## src/rtl/pll_trim_ctrl.sv

```systemverilog
// pll_trim_ctrl: power-up sequencer and trim auto-calibration for avsdpll_1v8.
// Enables CP, then VCO, sweeps trim for the feedback count closest to target, then tracks lock.
module pll_trim_ctrl #(
    parameter int unsigned CNT_W      = 12,
    parameter int unsigned WIN_CYC    = 1024,
    parameter int unsigned CP_SETTLE  = 64,
    parameter int unsigned VCO_SETTLE = 256,
    parameter int unsigned MISS_MAX   = 3
) (
    input  logic             ref_clk,
    input  logic             rst,
    input  logic             enable,
    input  logic             fb_tgl,
    input  logic [CNT_W-1:0] target,
    input  logic [CNT_W-1:0] tol,
    output logic             en_cp_n,
    output logic             en_vco_n,
    output logic [3:0]       trim,
    output logic             busy,
    output logic             locked,
    output logic             fail,
    output logic [CNT_W-1:0] last_cnt
);

    localparam int unsigned TMR_MAX = (CP_SETTLE > VCO_SETTLE) ? CP_SETTLE : VCO_SETTLE;
    localparam int unsigned TMR_W   = $clog2(TMR_MAX + 1);
    localparam int unsigned WIN_W   = $clog2(WIN_CYC + 1);
    localparam int unsigned MISS_W  = $clog2(MISS_MAX + 1);

    localparam logic [TMR_W-1:0]  CP_LAST   = TMR_W'(CP_SETTLE - 1);
    localparam logic [TMR_W-1:0]  VCO_LAST  = TMR_W'(VCO_SETTLE - 1);
    localparam logic [WIN_W-1:0]  WIN_END   = WIN_W'(WIN_CYC);
    localparam logic [MISS_W-1:0] MISS_LAST = MISS_W'(MISS_MAX - 1);

    typedef enum logic [2:0] {
        IDLE, CP_ON, VCO_ON, SETTLE, MEAS, DECIDE, LOCKED, FAIL
    } state_t;

    state_t            state_q, state_d;
    logic [2:0]        sync_q;
    logic [TMR_W-1:0]  tmr_q;
    logic [WIN_W-1:0]  win_q;
    logic [CNT_W-1:0]  cnt_q;
    logic [3:0]        code_q;
    logic [3:0]        best_code_q;
    logic [CNT_W-1:0]  best_err_q;
    logic [MISS_W-1:0] miss_q;

    logic             fb_edge;
    logic             timed;
    logic             in_window;
    logic             counting;
    logic             win_done;
    logic [CNT_W-1:0] err;
    logic             out_of_tol;
    logic             lose_lock;
    logic             sweep_eval;
    logic             sweep_start;

    // Window = WIN_CYC counting cycles followed by one evaluation cycle.
    assign fb_edge     = sync_q[1] ^ sync_q[2];
    assign timed       = (state_q == CP_ON) || (state_q == VCO_ON) || (state_q == SETTLE);
    assign in_window   = (state_q == MEAS) || (state_q == LOCKED);
    assign counting    = in_window && (win_q != WIN_END);
    assign win_done    = in_window && (win_q == WIN_END);
    assign err         = (cnt_q >= target) ? (cnt_q - target) : (target - cnt_q);
    assign out_of_tol  = err > tol;
    assign lose_lock   = (state_q == LOCKED) && win_done && out_of_tol && (miss_q == MISS_LAST);
    assign sweep_eval  = (state_q == MEAS) && win_done && enable;
    assign sweep_start = ((state_q == VCO_ON) && (state_d == MEAS)) || (lose_lock && enable);

    always_comb begin
        state_d  = state_q;
        en_cp_n  = 1'b1;
        en_vco_n = 1'b1;
        busy     = 1'b0;
        locked   = 1'b0;
        fail     = 1'b0;
        case (state_q)
            IDLE: if (enable) state_d = CP_ON;
            CP_ON: begin
                en_cp_n = 1'b0;
                busy    = 1'b1;
                if (tmr_q == CP_LAST) state_d = VCO_ON;
            end
            VCO_ON, SETTLE: begin
                en_cp_n  = 1'b0;
                en_vco_n = 1'b0;
                busy     = 1'b1;
                if (tmr_q == VCO_LAST) state_d = MEAS;
            end
            MEAS: begin
                en_cp_n  = 1'b0;
                en_vco_n = 1'b0;
                busy     = 1'b1;
                if (win_done) state_d = (code_q == 4'd15) ? DECIDE : SETTLE;
            end
            DECIDE: begin
                en_cp_n  = 1'b0;
                en_vco_n = 1'b0;
                busy     = 1'b1;
                state_d  = (best_err_q <= tol) ? LOCKED : FAIL;
            end
            LOCKED: begin
                en_cp_n  = 1'b0;
                en_vco_n = 1'b0;
                locked   = !lose_lock;
                if (lose_lock) state_d = SETTLE;
            end
            FAIL: begin
                en_cp_n  = 1'b0;
                en_vco_n = 1'b0;
                fail     = 1'b1;
            end
            default: state_d = IDLE;
        endcase
        if (!enable) state_d = IDLE;
    end

    always_ff @(posedge ref_clk) begin
        if (rst) begin
            state_q     <= IDLE;
            sync_q      <= '0;
            tmr_q       <= '0;
            win_q       <= '0;
            cnt_q       <= '0;
            last_cnt    <= '0;
            code_q      <= '0;
            trim        <= '0;
            best_code_q <= '0;
            best_err_q  <= '1;
            miss_q      <= '0;
        end else begin
            state_q <= state_d;
            sync_q  <= {sync_q[1:0], fb_tgl};

            if (state_d != state_q)  tmr_q <= '0;
            else if (timed)          tmr_q <= tmr_q + 1'b1;

            if (state_d != state_q || win_done) win_q <= '0;
            else if (counting)                  win_q <= win_q + 1'b1;

            if (!counting)                    cnt_q <= '0;
            else if (fb_edge && cnt_q != '1)  cnt_q <= cnt_q + 1'b1;

            if (win_done) last_cnt <= cnt_q;

            // Strict < keeps the lower code on a tie.
            if (sweep_eval) begin
                if (err < best_err_q) begin
                    best_err_q  <= err;
                    best_code_q <= code_q;
                end
                if (code_q != 4'd15) begin
                    code_q <= code_q + 1'b1;
                    trim   <= code_q + 1'b1;
                end
            end

            if (sweep_start) begin
                code_q      <= '0;
                trim        <= '0;
                best_err_q  <= '1;
                best_code_q <= '0;
            end

            if (state_q == DECIDE && enable) begin
                trim   <= best_code_q;
                miss_q <= '0;
            end

            if (state_q == LOCKED && win_done)
                miss_q <= (out_of_tol && !lose_lock) ? miss_q + 1'b1 : '0;
        end
    end

endmodule

```

## config.mk

```make
export PLATFORM = sky130hd
export DESIGN_NAME = pll_trim_ctrl
export DESIGN_NICKNAME = d
export VERILOG_FILES = /design/src/rtl/pll_trim_ctrl.sv
export SDC_FILE = /design/constraint.sdc
export NUM_CORES = 1
export LEC_CHECK = 0
export ABC_AREA = 1
export CORE_MARGIN = 4
export CORE_UTILIZATION = 50
export DETAILED_ROUTE_END_ITERATION = 10
export DONT_BUFFER_PORTS = 1
export GPL_TIMING_DRIVEN = 0
export PLACE_DENSITY = 0.64
export SLEW_MARGIN = 20
export SYNTH_ARGS = -nofsm -noshare
export SYNTH_HDL_FRONTEND = slang
export SYNTH_SLANG_ARGS = --single-unit
```

## constraint.sdc

```tcl
create_clock -name ref_clk -period 8.5 [get_ports ref_clk]
set_clock_uncertainty 0.1 [all_clocks]
set_input_delay 0.85 -clock ref_clk [delete_from_list [all_inputs] [get_ports ref_clk]]
set_output_delay 0.85 -clock ref_clk [all_outputs]
set_load 0.05 [all_outputs]
```

After elaboration in Yosys (flattened, before gate mapping):

Index checks and enable logic that the tools add are counted.
Widths: inputs -> output; s select.

* $add $sub $neg: 7
* order comparisons: 4
* equality and inequality tests: 17
* muxes and demuxes: 21
* bitwise logic cells: 2
* reductions and logical operators: 33

Operators by type and width (count)
* $sub 12x12->12: 2
* $mux 3: 6
* $pmux 3 s6: 1
* $mux 4: 4
* $eq 3x3->1 const B: 5
* $add 12x1->12 const B: 1
* $ge 12x12->1: 1
* $gt 12x12->1: 1
* $le 12x12->1: 1
* $logic_and 1x1->1: 12
* $lt 12x12->1: 1
* $mux 12: 1
* $ne 12x12->1 const B: 1
* $add 11x1->11 const B: 1
* $eq 11x11->1 const B: 1
* $ne 11x11->1 const B: 1
* $reduce_or 2->1: 5
* $add 9x1->9 const B: 1
* $eq 9x6->1 const B: 1
* $eq 9x8->1 const B: 1
* $reduce_or 7->1: 1
* $eq 3x2->1 const B: 2
* $mux 1: 6
* $mux 2: 3
* other kinds (17): 24

* register bits after elaboration: 76
* bits of input ports: 28
* output and inout port bits: 21
* word-level logic and storage cells: 95

Depth between registers and ports, before layout:

* depth after elaboration: 14
* mapped depth: 29
* depth with buffers taken out: 27

Least setup slack after synthesis:

Ideal clock, no wire load.

* path type: input to output
* from: input port target[2]
* to: output port locked
* arrival: 3.473 ns
* required time: 7.550 ns
* path slack: 4.077 ns
* stages on the path: 22
* buffers on the path: 1
* cells stage by stage: inv_1 > ha_1 > clkbuf_1 > nand2_1 > o21ai_0 > nand2_1 > nand3_1 > nand2_1 > nand3b_1 > xor2_1 > nand2_1 > nand2_1 > inv_1 > ha_1 > nand2_1 > inv_1 > nand2_1 > nor2_1 > nand4_1 > nand3_1 > nand2_1 > inv_1

* cells in the longest elaborated chain, start to end: 7
* elaborated cells on any way between the ends: 9
* classes of those cells: 2 x add/sub; 2 x order compare; 2 x mux; 3 x reduce/logical

Ends and longest elaborated chain
* from (decl): RTL line 14 `input logic [CNT_W-1:0] target,`
* $sub 12x12->12 / $ge 12x12->1 (equally long branches): RTL line 66 `assign err = (cnt_q >= target) ? (cnt_q - target) : (target - cnt_q);`
* $mux 12 *: RTL line 66
* named net err[11]: RTL line 54 `logic [CNT_W-1:0] err;`
* $gt 12x12->1 *: RTL line 67 `assign out_of_tol = err > tol;`
* $logic_and 1x1->1 * (2 in series): RTL line 68 `assign lose_lock = (state_q == LOCKED) && win_done && out_of_tol && (miss_q == MISS_LAST);`
* $logic_not 1->1 *: RTL line 107 `locked = !lose_lock;`
* $mux 1 *: RTL line 79 `case (state_q)`
* to (decl): RTL line 20 `output logic locked,`

Mark *: on every way through the listed nets, which the timed path passes. The rest lies on a longest branch.

Final worst setup path:

Same ends and word-level chain as after synthesis.

==> results by group <==
Clock tree
  – H-tree depth: 3
  – Clk root buf: clkbuf_16
  – CTS tree: built
  – Clk buf depth: 2
  – Worst skew pair latency: 350 ps
  – Hold buffers post-CTS: 0
  – Setup Fix Bufs, Post-CTS: 0
  – CTS Buf Count: 9
  – Cts repair resizes: 0
  – # clock sinks: 76
  – Clock transition at the registers of the reported paths: 60 ps

Placed design
  – GPL Wtd Cong: 0.894
  – DP HPWL: 10.8 mm
  – Port Buffers: 0
  – Placed Cells: 973

Synthesis
  – Unique masters post-synth: 39
  – Mapped Avg Cell Area: 6.86 µm²
  – Syn Nets: 928
  – #FFs+latches synth: 76
  – Ys async rst share: 0%
  – Ys Warns: 0
  – Post-synthesis sequential area ratio: 26.6%
  – Synth Flop Type: dfxtp_1
  – Netlist Area Pre-Place: 5710 µm²
  – Syn Inst Count: 833
  – Post-synth EDFFs: 0

Timing
  – Worst-Margin Slew: 957 ps
  – Unrepaired setup endpoints after global routing: false
  – TNS Setup: 0 ps
  – Max Freq: 0.200 GHz
  – Tmin final: 5010 ps
  – Max-slew violation total from the final report: 0
  – Final Hold Viols: 0
  – Slew margin rel.: 35.7%
  – Final Setup Violations: 0
  – Period utilization: 59.0%

Critical path
  – Crit start category: input pin
  – Reg2reg setup slack: 4120 ps
  – Top fanout value on the critical path: 6
  – CP Class: input pin to output port
  – Worst r2r path cells: 25
  – Reg2Reg Capture Point: best_err_q[6]$_SDFFE_PP1P_
  – Critical path, cell by cell: inv_1 > ha_1 > clkbuf_1 > nand2_1 > o21ai_0 > nand2_1 > nand3_1 > nand2_1 > nand3b_1 > xor2_1 > nand2_1 > nand2_1 > inv_1 > ha_1 > nand2_1 > inv_1 > nand2_1 > nor2_1 > nand4_1 > nand3_1 > nand2_1 > inv_1
  – Crit end category: output port
  – CP bufs+invs: 5
  – Delay-heaviest family, CP: simple AND/OR/NAND/NOR gates
  – Req. time, crit path: 7550 ps
  – Crit-path slowest cell: o21ai_0
  – CP max stage delay: 420 ps
  – Crit-path most repeated cell: nand2_1
  – Reg-to-reg startpoint: cnt_q[6]$_SDFFE_PP0P_
  – Critical Path AT: 4060 ps

Floorplanning
  – Rows: 38
  – Die Y: 115 µm
  – Die width: 115 µm
  – Placeable Area: 11,000 µm²
  – Die area: 13,200 µm²
  – Initial core utilization: 51.8%
  – Ports: 49

GRT
  – Vias in the first global route: 4,980
  – Grt ovf: 0
  – Largest net degree at the start of global routing: 14
  – First-pass GRT wire length: 22.6 mm
  – Initial antenna violation count: 0
  – GRT Resource Usage Total: 21.1%

Min path
  – Hold Path Stages: 2
  – Hold crit path type: flop to flop
  – Endpoint, Worst Hold: sync_q[1]$_SDFF_PP0_
  – Worst min-delay path startpoint: sync_q[0]$_SDFF_PP0_

Routing
  – Detailed Route WL: 13.3 mm
  – Starting DRT DRC Count: 218
  – Vias per cell: 5.22
  – WL per Instance: 13.5 µm
  – DR DRC count: 0
  – Antenna Nets Post-Route: 0
  – DR pass1 iterations: 5
  – Vias: 5,159

Cells and area
  – Layout cells sized above 1: 5.31%
  – Ant diodes: 0
  – Fin nets: 939
  – Fill cells: 1,069
  – Non-filler cells, final: 988
  – Area grow syn2layout: 8.30%

Pwr
  – Flop pwr share: 42.2%
  – Cell-internal power: 0.000628 W
  – Comb pwr share: 12.3%
  – Power per cell area: 138 nW/µm²
  – Sw Share: 26.2%
  – Clock network fraction of total power: 45.6%
  – Worst VDD drop: 0.142 mV
  – Psw: 0.000223 W
  – Leakage power: 3.00 nW

Outcome
  – Outcome: finished, final reports clean

Flow run
  – Max Cap Viol: 0
==> stage by stage <==
step	utilization (%)	setup WS (ps)	power (W)	hold slack (ps)	area, µm²
2_1_floorplan	-	4080	0.000447	288	5710
3_3_place_gp	53.4	3460	0.000467	294	5890
3_5_place_dp	53.4	3440	0.000471	301	5890
4_1_cts	56.1	3440	0.000862	310	6190
5_1_grt	56.1	2990	0.000893	325	6190
6_report	56.1	3490	0.000851	304	6190
==> final cells by class <==
class	count	area, µm²	area share (%)
Multi-Input combinational cell	599	3580	57.9
Clock buffer	10	239	3.86
Clock inverter	5	60.1	0.971
Sequential cell	76	1520	24.6
Inverter	143	537	8.68
Buffer	15	72.6	1.17
Tap cell	140	175	2.83
==> how the worst max path moves through the flow <==
stage              start      to  slack (ps)  cells after the start
2_1_floorplan  target[2]  locked        4080                     22
6_report       target[2]  locked        3490                     22
5_1_grt        target[2]  locked        2990                     22
4_1_cts        target[2]  locked        3440                     22
3_5_place_dp   target[2]  locked        3440                     22
3_3_place_gp   target[2]  locked        3460                     22
==> cells in the final DEF (no fill, tap or decap), types with 4 or more instances in the layout <==
| cell | count |
|---|---|
| ha_1 | 65 |
| xor2_1 | 32 |
| clkbuf_16 | 9 |
| nand3_1 | 42 |
| buf_2 | 4 |
| a21oi_1 | 71 |
| inv_1 | 141 |
| o211ai_2 | 10 |
| nor3_1 | 12 |
| a21o_1 | 5 |
| nand2_1 | 176 |
| clkbuf_1 | 9 |
| nor2_1 | 91 |
| dfxtp_1 | 76 |
| nand4_1 | 16 |
| xnor2_1 | 7 |
| o21ai_0 | 35 |
==> flip-flops by register name, summed over array words and instances (netlist names) <==
signal and count:
win_q 11, best_err_q 12, tmr_q 9, sync_q 3, code_q 4, last_cnt 12
miss_q 2, best_code_q 4, trim 4, cnt_q 12, state_q 3
==> logic make-up after synthesis <==
family | Yosys count | synth area share [%]
AOI/OAI and AO/OA | 133 | 13.7
xor gates and xnor gates | 39 | 5.98
buffers and inverters | 158 | 10.7
DFF | 76 | 26.6
adders and majority gates | 67 | 14.9
and+or+nand+nor | 360 | 28.1
==> cells in the mapped netlist (3+ instances only) <==
cell	number	area share, %
a21o_1	5	0.66
xor2_1	32	4.9
o21ai_0	36	3.2
and3_1	3	0.33
nor3_1	12	1.1
ha_1	65	14
nor2_1	91	6.0
nand3_2	3	0.53
xnor2_1	7	1.1
o2111ai_1	3	0.46
o211ai_2	10	2.2
nand3_1	42	3.7
inv_1	141	9.3
buf_2	4	0.35
dfxtp_1	76	27
o21a_1	3	0.39
nand4_1	16	1.8
a21oi_1	71	6.2
nand2_1	176	12
nand3b_1	3	0.39
clkbuf_1	9	0.59
==> power by group through the flow <==
stage	Sequential (W)	Clock (W)	Combinational, W
floorplan	0.000366	0	0.0000810
global placement	0.000366	0	0.000101
detailed placement	0.000366	0	0.000104
CTS	0.000359	0.000398	0.000105
global route	0.000359	0.000414	0.000121
finish	0.000359	0.000388	0.000104
==> worst min-delay path: stages, from the launching register on <==
cell and delay [ps]:
dfxtp_1 300, inv_1 40, nor2_1 30
==> routing by layer <==
layer	track usage, %	part of all wire (%)	wire [µm]
met3	6.11	6.2	823
met1	27.4	47	6260
met4	7.67	1.8	242
met5	0	0	0
met2	33.4	45	5980
Note: power is estimated with default switching activity, not from simulation.
